[src/rtl/avr_io_in_debounce.sv]
// Input-direction AVR I/O port: 2-FF sync, tick-based debounce, rising-edge flags (W1C).
// Optional AVR_IO_IN_IRQ_EN adds a MASK register (sel=0 write) and a registered irq output.
module avr_io_in_debounce #(
    parameter int unsigned WIDTH    = 8,
    parameter int unsigned PRESCALE = 100000,
    parameter int unsigned DB_COUNT = 4
) (
    input  logic             clk,
    input  logic             rst,
    input  logic             io_re,
    input  logic             io_we,
    input  logic             io_sel,
    input  logic [7:0]       io_di,
    output logic [7:0]       io_do,
    input  logic [WIDTH-1:0] pins,
    output logic             irq
);

    localparam int unsigned PW = $clog2(PRESCALE);
    localparam int unsigned CW = $clog2(DB_COUNT) + 1;
    localparam logic [PW-1:0] PRE_LAST = PW'(PRESCALE - 1);
    localparam logic [CW-1:0] CNT_LAST = CW'(DB_COUNT - 1);

    logic [WIDTH-1:0]         sync1;
    logic [WIDTH-1:0]         sync2;
    logic [PW-1:0]            pre;
    logic                     tick;
    logic [WIDTH-1:0]         state;
    logic [WIDTH-1:0]         state_nx;
    logic [WIDTH-1:0][CW-1:0] cnt;
    logic [WIDTH-1:0][CW-1:0] cnt_nx;
    logic [WIDTH-1:0]         rise;
    logic [WIDTH-1:0]         flags;
    logic [WIDTH-1:0]         flags_nx;
    logic [WIDTH-1:0]         clr;

    always_ff @(posedge clk or negedge rst) begin
        if (!rst) begin
            sync1 <= '0;
            sync2 <= '0;
        end else begin
            sync1 <= pins;
            sync2 <= sync1;
        end
    end

    assign tick = (pre == PRE_LAST);

    always_ff @(posedge clk or negedge rst) begin
        if (!rst) begin
            pre <= '0;
        end else begin
            pre <= tick ? '0 : pre + PW'(1);
        end
    end

    // Per-bit debounce: a new level must persist for DB_COUNT consecutive ticks
    always_comb begin
        state_nx = state;
        cnt_nx   = cnt;
        rise     = '0;
        for (int unsigned i = 0; i < WIDTH; i++) begin
            if (tick) begin
                if (sync2[i] == state[i]) begin
                    cnt_nx[i] = '0;
                end else if (cnt[i] == CNT_LAST) begin
                    state_nx[i] = ~state[i];
                    cnt_nx[i]   = '0;
                    rise[i]     = ~state[i];
                end else begin
                    cnt_nx[i] = cnt[i] + CW'(1);
                end
            end
        end
    end

    // Set has priority over a same-cycle clear
    assign clr      = (io_we && io_sel) ? io_di[WIDTH-1:0] : '0;
    assign flags_nx = (flags & ~clr) | rise;

    always_ff @(posedge clk or negedge rst) begin
        if (!rst) begin
            state <= '0;
            cnt   <= '0;
            flags <= '0;
        end else begin
            state <= state_nx;
            cnt   <= cnt_nx;
            flags <= flags_nx;
        end
    end

    always_comb begin
        io_do = 8'h00;
        if (io_re) begin
            io_do = io_sel ? 8'(flags) : 8'(state);
        end
    end

`ifdef AVR_IO_IN_IRQ_EN
    logic [WIDTH-1:0] mask;
    logic             irq_q;

    always_ff @(posedge clk or negedge rst) begin
        if (!rst) begin
            mask  <= '0;
            irq_q <= 1'b0;
        end else begin
            if (io_we && !io_sel) begin
                mask <= io_di[WIDTH-1:0];
            end
            irq_q <= |(flags & mask);
        end
    end

    assign irq = irq_q;
`else
    assign irq = 1'b0;
`endif

endmodule

[config.mk]
export PLATFORM = sky130hd
export DESIGN_NAME = avr_io_in_debounce
export DESIGN_NICKNAME = d
export VERILOG_FILES = /design/src/rtl/avr_io_in_debounce.sv
export SDC_FILE = /design/constraint.sdc
export NUM_CORES = 1
export LEC_CHECK = 0
export ABC_CLOCK_PERIOD_IN_PS = 3500
export BUFFER_PORTS_ARGS = -buffer_cell sky130_fd_sc_hd__buf_2
export CAP_MARGIN = 10
export CORE_UTILIZATION = 25
export DETAILED_ROUTE_END_ITERATION = 16
export SYNTH_ARGS = -nofsm -noshare
export SYNTH_HDL_FRONTEND = slang
export SYNTH_SLANG_ARGS = --single-unit
[constraint.sdc]
create_clock -name clk -period 3.5 [get_ports clk]
set_input_delay 1.05 -clock clk [delete_from_list [all_inputs] [get_ports clk]]
set_output_delay 1.05 -clock clk [all_outputs]
set_load 0.005 [all_outputs]
# [Yosys cells after proc, flatten, opt, wreduce, memory -nomap -nowiden]
# Cells that the tools add are included.
[word_totals] reg_bits=73 in_bits=21 output_inout_bits=9 wordCells=118
[op_classes] add_sub_neg=9 n_eq_ne=17 mux=44 bitwise_logic=19 n_reduce_logical=9
[op_table] operator="3-bit two-way mux" n=16
[op_table] operator="3-bit by 1-bit adder with 3-bit output, second input constant" n=8
[op_table] operator="3-bit by 2-bit equality test with 1-bit output, second input constant" n=8
[op_table] operator="1-bit two-way mux" n=24
[op_table] operator="8-bit two-way mux" n=3
[op_table] operator="3-bit AND reduction" n=8
[op_table] operator="17-bit by 1-bit adder with 17-bit output, second input constant" n=1
[op_table] operator="17-bit equality test, second input constant" n=1
[op_table] operator="17-bit two-way mux" n=1
[op_table] operator="1-bit inverter" n=16
[op_table] operator="8-bit bitwise AND" n=1
[op_table] operator="1-bit equality test" n=8
[op_table] operator="8-bit inverter" n=1
[op_table] operator="8-bit bitwise OR" n=1
[op_table] operator="1-bit logical AND" n=1

# [Depth between registers and ports, before layout]
[depth] word_depth=5 mapped_depth=8 ltp_nobuf=5

# [Worst setup path after synthesis]
# No wires, ideal clock.
[synth_timing] kind="input -> output" startpoint="in io_sel" endpoint="out io_do[0]" t_arrival_ns=1.705 required_time_ns=2.450 path_slack_ns=0.745 cell_stages=3 path_buffers=1 path_cell_list="clkbuf_1 -> mux2i_1 -> nor2b_1"
[synth_via] elab_chain_len=2
[synth_lines] element="start: declaration" line="12" source="input logic io_sel,"
[synth_lines] element="8-bit two-way mux" line="96" source="io_do = io_sel ? 8'(flags) : 8'(state);"
[synth_lines] element="8-bit two-way mux" line="95" source="if (io_re) begin"
[synth_lines] element="end: declaration" line="14" source="output logic [7:0] io_do,"
# No other way between the ends.

# [Worst setup path in the final report]
[layout_timing] startpoint="in io_sel" endpoint="out io_do[6]"
# The elaborated chain is that of the path after synthesis.

==> results.json <==
{
  "cp-startpoint": "io_sel",
  "crit_path_end_kind": "output port",
  "cts_tree": "yes",
  "yosys.area.top_type": "dfrtp_1",
  "grt_antenna_before_repair": 0,
  "synth_top_cells_by_area": "dfrtp_1, nand2_1, mux2i_1",
  "place_ws_ns": 0.683,
  "hold_slack_ns": 0.342,
  "routed_wirelength_um": 5850,
  "synth-seq-cells": 73,
  "ant_nets": 0,
  "synth-seq-area-share_pct": 54.8,
  "status": "finished clean",
  "synth_warnings": 0,
  "p_leak_nw": 2.00,
  "num_vias": 2083,
  "initial_utilization_pct": 26.0,
  "yosysMostFrequentCell": "dfrtp_1",
  "tightestPinTransition_ns": 0.748,
  "core_um2": 12800,
  "critical_path_required_ns": 2.45,
  "busiest_layer": "met2",
  "syn_nets": 324,
  "wire_per_inst_um": 11.7,
  "syn_area_per_cell_um2": 11.3,
  "cts_sinks": 73,
  "fillers": 1325,
  "drive_above_1_share_pct": 19.4,
  "yosysUniqueCellTypes": 36,
  "rows": 41,
  "p_per_area_nw_per_um2": 462,
  "peakVddDrop_mv": 0.220,
  "hp-class": "reg -> reg",
  "firstDrtPassIters": 4,
  "setup-tns-final_ns": 0,
  "grt.met2_usage_pct": 15.2,
  "final_area_um2": 3930,
  "clk_path_buf_depth": 2,
  "synth_top_area_share_pct": 54.8,
  "grtUsageTotal_pct": 9.44,
  "drc": 0,
  "fin_crit_sh_pct": 80.2,
  "synth_common_cells": "dfrtp_1, nand2_1, nor2_1",
  "grt_max_degree": 39,
  "grt_use_met3_pct": 3.68,
  "die_w_um": 118,
  "setup.worst_path.start_class": "input port",
  "numCtsBuffers": 9,
  "rsz0062_at_grt": "no",
  "finClkSkew_ns": 0.00440,
  "path_class": "in -> out",
  "hold_depth": 0,
  "postPlaceCellArea_um2": 3630,
  "drtIter0Drc": 72,
  "period_needed_ns": 2.81,
  "fp.dieH_um": 118,
  "grt_pass1_vias": 2086,
  "slew_headroom_pct": 50.1,
  "synth-edff-count": 0,
  "vias_per_cell": 4.15,
  "nNetsFinal": 355,
  "setup_viol": 0,
  "rr_startpoint": "pre[0]",
  "hold_viol": 0,
  "io_buffers": 28,
  "cts_hold_buf": 0,
  "synthArstFlopShare_pct": 100,
  "area_delta_synth_final_pct": 17.7,
  "dieArea_um2": 13800,
  "pin_count": 30,
  "cp.arrival_ns": 1.76,
  "ys.flop_type": "dfrtp_1",
  "grtUsageMet1_pct": 11.4,
  "drv_slew": 0,
  "synth_cells": 294,
  "place.gp.congestion": 0.704,
  "grt_pass1_wl_um": 10100,
  "post-cts-setup-buffer-count": 0,
  "fmax_mhz": 356,
  "worstPathMaxFanout": 9,
  "cap_viol_max_count": 0,
  "finalPower_w": 0.00181,
  "rr_worst_depth": 5,
  "dpl.hpwl_um": 4030,
  "worstHoldStart": "sync1[0]",
  "overflow": 0,
  "cts_root_buf": "clkbuf_16",
  "antenna_cells": 0,
  "clkSlewWorstSetupHoldPaths_ns": 0.06,
  "cts_resized": 0,
  "fin_ws_ns": 0.693,
  "clkLatencyLatePin_ns": 0.33,
  "h-tree-depth": 3,
  "synth_area_um2": 3340
}
-- path summary, 6_finish.rpt --
path	endpoint	slack [ns]
min in group asynchronous	flags[5]	0.79
worst min register to register	sync2[0]	0.34
max in group asynchronous	sync1[6]	1.95
worst max register to register	state[6]	1.28
worst max-delay path	io_do[6]	0.69
worst min-delay path	sync2[0]	0.34
-- metrics by stage --
step	util, %	std cells
after floorplan	-	294
after global placement	28.3	486
after detailed placement	28.3	486
after CTS	30.6	502
after global routing	30.6	502
final	30.6	502
-- layer usage --
metal  part of all wire, %  routed length, um
met5                     0                  0
met1                    47               2760
met2                    47               2770
met3                   4.0                233
met4                   1.5                 86
-- registers in the layout (all words and copies together) (netlist names) --
| signal | flops |
|---|---|
| cnt | 24 |
| flags | 8 |
| pre | 17 |
| state | 8 |
| sync1 | 8 |
| sync2 | 8 |
-- cell type report --
type	count	area [um2]	area share (%)
multi-input cells	209	1430	36.3
repair buffers	30	155	3.95
clock buffers	11	243	6.18
well taps	172	215	5.48
clock inverters	5	55.1	1.40
flip-flops and latches	73	1830	46.5
inverters	2	7.51	0.191
-- power breakdown --
part           switching (W)  internal (W)  leakage, nW   total, W
Combinational      0.0000346     0.0000190        0.891  0.0000536
Clock               0.000332      0.000568        0.142   0.000900
Sequential        0.00000590      0.000854        0.969   0.000860
Total               0.000372       0.00144         2.00    0.00181
-- placed cells by master (no fill, tap or decap), types with 2 or more instances in the layout --
cell type,instances
xnor2_1,12
clkinvlp_4,2
mux2_4,7
clkbuf_16,9
xor2_1,9
inv_1,2
clkinv_2,2
or3_1,2
buf_4,2
ha_1,9
mux2i_1,16
nor2b_1,9
nand2b_1,8
buf_2,28
nand2_4,7
o21a_1,8
nand4_1,4
nand3_1,16
dfrtp_1,73
nand2_1,44
o21ai_0,10
nor2_1,25
and2b_1,7
and2_1,2
and3_1,3
-- cells by family (layout without fill, tap and decap cells) --
| logic type | count (synthesis) | in the layout | synth area share [%] |
|---|---|---|---|
| compound gates | 20 | 20 | 3.75 |
| xor+xnor | 21 | 21 | 5.51 |
| fa+ha+maj | 9 | 9 | 3.38 |
| buf+inv | 12 | 48 | 2.51 |
| flops | 73 | 73 | 54.8 |
| mux | 24 | 24 | 8.29 |
| other cells | 1 | 1 | 0.112 |
| simple gates | 134 | 134 | 21.7 |
-- critical path, stage by stage --
cell and delay [ns]:
buf_2 0.29, mux2i_1 0.22, nor2b_1 0.06, buf_2 0.13
No activity file was read; power rests on OpenSTA's default activity.
